==> src/rtl/sqr_pkg.sv <==
// Shared definitions for the square accumulator: FSM state encoding,
// default operand width and odd-number sequence constants.
package sqr_pkg;

   typedef enum logic [1:0] {
      IDLE,
      ITER,
      DONE
   } state_t;

   localparam int unsigned ROOT_W_DEF = 8;
   localparam int unsigned ODD_INIT   = 1;
   localparam int unsigned ODD_STEP   = 2;

endpackage

==> src/rtl/square_dp.sv <==
// Datapath for the square accumulator: running sum of odd numbers,
// current odd term and remaining-term counter.
module square_dp
   import sqr_pkg::*;
#(
   parameter int unsigned ROOT_W = ROOT_W_DEF
) (
   input  logic                  clock,
   input  logic                  reset,
   input  logic                  load,
   input  logic                  step,
   input  logic [ROOT_W-1:0]     root,
   output logic                  cnt_is_one,
   output logic [2*ROOT_W-1:0]   sum
);

   localparam int unsigned SQ_W  = 2 * ROOT_W;
   localparam int unsigned ODD_W = ROOT_W + 1;

   logic [SQ_W-1:0]   acc;
   logic [ODD_W-1:0]  odd;
   logic [ROOT_W-1:0] cnt;

   // sum is the accumulator value after the current step; the FSM latches it
   // into square on the final step so no extra cycle is needed.
   assign sum        = acc + SQ_W'(odd);
   assign cnt_is_one = (cnt == ROOT_W'(1));

   always_ff @(posedge clock or negedge reset) begin
      if (!reset) begin
         acc <= '0;
         odd <= '0;
         cnt <= '0;
      end else if (load) begin
         acc <= '0;
         odd <= ODD_W'(ODD_INIT);
         cnt <= root;
      end else if (step) begin
         acc <= sum;
         odd <= odd + ODD_W'(ODD_STEP);
         cnt <= cnt - ROOT_W'(1);
      end
   end

endmodule

==> src/rtl/square_acc.sv <==
// Multiplier-free squarer: root*root computed as the sum of the first
// root odd numbers, one term per clock, with a one-cycle done pulse.
module square_acc
   import sqr_pkg::*;
#(
   parameter int unsigned ROOT_W = ROOT_W_DEF
) (
   input  logic                  clock,
   input  logic                  reset,
   input  logic                  start,
   input  logic [ROOT_W-1:0]     root,
   output logic                  busy,
   output logic                  done,
   output logic [2*ROOT_W-1:0]   square
);

   localparam int unsigned SQ_W = 2 * ROOT_W;

   state_t          state;
   state_t          state_nx;
   logic            load;
   logic            step;
   logic            sq_load;
   logic            sq_zero;
   logic            cnt_is_one;
   logic [SQ_W-1:0] sum;

   square_dp #(
      .ROOT_W (ROOT_W)
   ) u_dp (
      .clock      (clock),
      .reset      (reset),
      .load       (load),
      .step       (step),
      .root       (root),
      .cnt_is_one (cnt_is_one),
      .sum        (sum)
   );

   always_comb begin
      state_nx = state;
      load     = 1'b0;
      step     = 1'b0;
      sq_load  = 1'b0;
      sq_zero  = 1'b0;
      case (state)
         IDLE: begin
            if (start) begin
               load = 1'b1;
               if (root == '0) begin
                  state_nx = DONE;
                  sq_load  = 1'b1;
                  sq_zero  = 1'b1;
               end else begin
                  state_nx = ITER;
               end
            end
         end
         ITER: begin
            step = 1'b1;
            if (cnt_is_one) begin
               state_nx = DONE;
               sq_load  = 1'b1;
            end
         end
         DONE: begin
            state_nx = IDLE;
         end
         default: begin
            state_nx = IDLE;
         end
      endcase
   end

   always_ff @(posedge clock or negedge reset) begin
      if (!reset) begin
         state  <= IDLE;
         done   <= 1'b0;
         square <= '0;
      end else begin
         state <= state_nx;
         done  <= (state_nx == DONE);
         if (sq_load) begin
            square <= sq_zero ? '0 : sum;
         end
      end
   end

   assign busy = (state != IDLE);

endmodule

==> config.mk <==
export PLATFORM = sky130hd
export DESIGN_NAME = square_acc
export DESIGN_NICKNAME = d
export VERILOG_FILES = /design/src/rtl/sqr_pkg.sv /design/src/rtl/square_dp.sv /design/src/rtl/square_acc.sv
export SDC_FILE = /design/constraint.sdc
export NUM_CORES = 1
export LEC_CHECK = 0
export BUFFER_PORTS_ARGS = -buffer_cell sky130_fd_sc_hd__buf_2
export CAP_MARGIN = 20
export CELL_PAD_IN_SITES_DETAIL_PLACEMENT = 1
export CELL_PAD_IN_SITES_GLOBAL_PLACEMENT = 1
export CORE_AREA = 4 4 91 93
export CTS_BUF_LIST = sky130_fd_sc_hd__clkbuf_4
export DETAILED_ROUTE_END_ITERATION = 8
export DIE_AREA = 0 0 95 97
export HOLD_SLACK_MARGIN = 0.05
export PLACE_DENSITY = 0.77
export RECOVER_POWER = 100
export REMOVE_ABC_BUFFERS = 1
export SLEW_MARGIN = 5
export SYNTH_ARGS = -nofsm -noshare
export SYNTH_HDL_FRONTEND = slang
export SYNTH_SLANG_ARGS = --single-unit
==> constraint.sdc <==
create_clock -name clock -period 2.4 [get_ports clock]
set_input_delay 0.36 -clock clock [delete_from_list [all_inputs] [get_ports clock]]
set_output_delay 0.36 -clock clock [all_outputs]
set_load 0.02 [all_outputs]
==> run_results.csv <==
group,metric,value,unit
run_status,status,"completed",
timing,finalHoldViolCount,0,
global_route,grt_overflow,0,
job,maxCapViolCount,0,
synth,netlist.area_leader.share,0.457,
clocking,clk_pin_slew,150,ps
placement,gp_congestion,0.909,
placement,io_buffers,28,
floorplan,initial_utilization,0.379,
timing,min_period,2210,ps
setup_path,cp-start-kind,"register",
timing,relSlewSlack,0.350,
detailed_routing,drt_pass1_iterations,4,
synth,ys_warn_count,0,
setup_path,worstPathRequired,2720,ps
floorplan,rows,32,
final_layout,drive_gt1_frac,0.0988,
setup_path,worst_setup_path_end_kind,"register",
setup_path,crit_path_max_fanout,15,
synth,synth_cell_types,52,
timing,fin_skew,3.11,ps
clocking,numCtsBuffers,5,
clocking,clock_latency,370,ps
setup_path,path_buf_inv,1,
pwr,p_per_area,445,nW/µm²
hold_path,holdCritPathClass,"in2reg",
pwr,max-vdd-ir-drop,0.000209,V
setup_path,cpMaxStageDelayCell,"or4_1",
synth,ys_top_cells_by_area,"dfrtp_1 (46%), ha_1 (5.3%), nand3_1 (5.1%), o21ai_0 (5.1%), nand2_1 (4.9%)",
setup_path,crit_family,"simple AND/OR/NAND/NOR gates",
timing,final_min_period_over_clock_period,0.923,
floorplan,ios,29,
global_route,grt_max_degree,26,
timing,fmax,451,MHz
clocking,ctsHtreeMaxLevel,2,
synth,synth-seq-cells,52,
pwr,power.leakage,1.32,nW
setup_path,path_class,"reg2reg",
global_route,antenna_found_initial,0,
placement,dp_hpwl,5530,µm
timing,maxSlewViolCount,0,
detailed_routing,wire_per_inst,17.2,µm
setup_path,critPathMaxStageDelay,500,ps
floorplan,die_x,95,µm
floorplan,die_area,9220,µm²
timing,finalSetupViolCount,0,
clocking,cts_sinks,52,
synth,syn_inst,304,
setup_path,worst_path_most_repeated_cell,"nand3_1",
clocking,clockRootBuffer,"clkbuf_4",
detailed_routing,vias,2514,
setup_path,cp_cell_sequence,"ha_1 -> nand3_1 -> o221ai_1 -> a41oi_1 -> buf_4 -> or4_1 -> nand3_1",
clocking,clock_path_buffers,2,
setup_path,cp.arrival,2540,ps
global_route,grt_usage,0.174,
global_route,grt_pass1_wl,12900,µm
synth,ys_seq_area_frac,0.457,
detailed_routing,viasPerCell,5.77,
floorplan,core_area,7530,µm²
timing,rsz0062_at_grt,"false",
clocking,cts_setup_buffers,0,
final_layout,fin_nets,357,
synth,ys.flop_type,"dfrtp_1",
synth,yosysTopAreaCell,"dfrtp_1",
synth,syn_avg_cell_area,9.38,µm²
global_route,first_global_vias,2641,
detailed_routing,drc,0,
timing,worst_slew_pin_slew,975,ps
detailed_routing,drtIter0Drc,108,
synth,synth-edff-count,0,
final_layout,area_delta_synth_final,10.8,%
synth,syn_area,2850,µm²
detailed_routing,antenna_left,0,
final_layout,insertedDiodeCount,0,
clocking,cts_tree,"done",
timing,whs,204,ps
timing,finalSetupTns,0,ps
detailed_routing,wirelength,7480,µm
synth,async_flop_share,1.00,
floorplan,die_h,97,µm
[cell usage after synthesis, types with 2 or more instances]
master,number
dfrtp_1,52
nor2_1,11
nand3_1,29
o221ai_1,3
a22o_1,6
or4_1,9
xor2_1,2
a21oi_1,8
inv_1,11
buf_2,4
xnor2_1,5
or3_1,3
a22oi_1,2
and3_1,5
a31oi_1,5
o311ai_0,5
a221o_1,2
nand4_1,6
ha_1,12
nor2b_1,4
nand2b_1,6
nand2_1,37
clkbuf_1,11
nor3_1,2
buf_6,2
o211ai_1,8
o21ai_0,29
[power breakdown]
group          total (mW)  switching, mW  internal [mW]  leakage, nW
logic              0.0301         0.0221        0.00806        0.685
registers           0.876              0          0.876        0.598
clock network       0.501          0.287          0.213       0.0403
[flip-flops by register name, indices dropped and copies added (netlist names)]
| name | cells |
|---|---|
| u_dp.odd | 9 |
| state | 2 |
| done | 1 |
| u_dp.acc | 16 |
| u_dp.cnt | 8 |
| square | 16 |
[metal layers]
| metal | routed length (µm) | global-route usage | up-vias |
|---|---|---|---|
| met5 | 0 | 0 | - |
| met4 | 81 | 0.0499 | 0 |
| met3 | 252 | 0.0257 | 8 |
| met2 | 3560 | 0.281 | 50 |
| met1 | 3590 | 0.240 | 1263 |
| li1 | - | - | 1193 |
[worst paths after layout]
| path | cells after the start | from | slack [ps] | end |
|---|---|---|---|---|
| max in group asynchronous | 3 | reset | 620 | u_dp.acc[6] |
| min reg2reg | 2 | square[12] | 500 | square[12] |
| max | 7 | u_dp.odd[6] | 190 | u_dp.acc[15] |
| min | 3 | root[1] | 200 | u_dp.cnt[1] |
| max reg2reg | 7 | u_dp.odd[6] | 190 | u_dp.acc[15] |
| min in group asynchronous | 2 | reset | 490 | square[1] |
[cell families after synthesis]
kind of cell | Yosys count | synth area share
muxes | 1 | 0.00351
xor gates and xnor gates | 7 | 0.0215
DFF | 52 | 0.457
AOI/OAI and AO/OA | 82 | 0.196
adders and majority gates | 13 | 0.0597
and+or+nand+nor | 121 | 0.219
buffers and inverters | 28 | 0.0439
[tightest hold or removal path, cell delays in order]
cell,delay (ps)
buf_2,80
nand2_1,40
o221ai_1,60
[placed cells by master, fill, tap and decap left out, types with 2 or more instances in the layout]
master / count
dfrtp_1: 52
nand2_1: 37
nand3_1: 29
o21ai_0: 28
clkbuf_1: 23
nor2_1: 11
inv_1: 11
ha_1: 11
or4_1: 9
buf_2: 9
o211ai_1: 8
a21oi_1: 7
nand2b_1: 6
a22o_1: 6
nand4_1: 6
and3_1: 5
xnor2_1: 5
a31oi_1: 5
clkbuf_4: 5
buf_4: 5
nor2b_1: 4
o311ai_0: 4
o221ai_1: 3
or3_1: 3
and2_0: 2
a21oi_2: 2
xor2_1: 2
nor3_1: 2
a221o_1: 2
a22oi_1: 2
clkinv_1: 2
[timing repair]
item / in CTS / in global routing
hold buffers: 1 / 0
endpoints found under the setup margin: 0 / 3
gates resized for setup: 0 / 4
endpoints found under the hold margin: 9 / 0
[metrics by stage]
step           power [mW]  area, µm²   util  setup WS [ps]  instances
2_1_floorplan       0.894       2770      -           6.66        287
3_3_place_gp        0.924       3110  0.413            213        427
3_5_place_dp        0.925       3110  0.413            147        427
4_1_cts              1.43       3190  0.424            118        436
5_1_grt              1.47       3160  0.420           27.4        436
6_report             1.41       3160  0.420            185        436
[cell type report]
class,count,area [µm²]
Tap cell,102,128
Sequential cell,52,1300
Multi-Input combinational cell,224,1430
Clock inverter,3,37.5
Fill cell,905,4370
Inverter,11,41.3
Timing Repair Buffer,39,184
Clock buffer,5,37.5
Power figures use the tool's default switching activity.
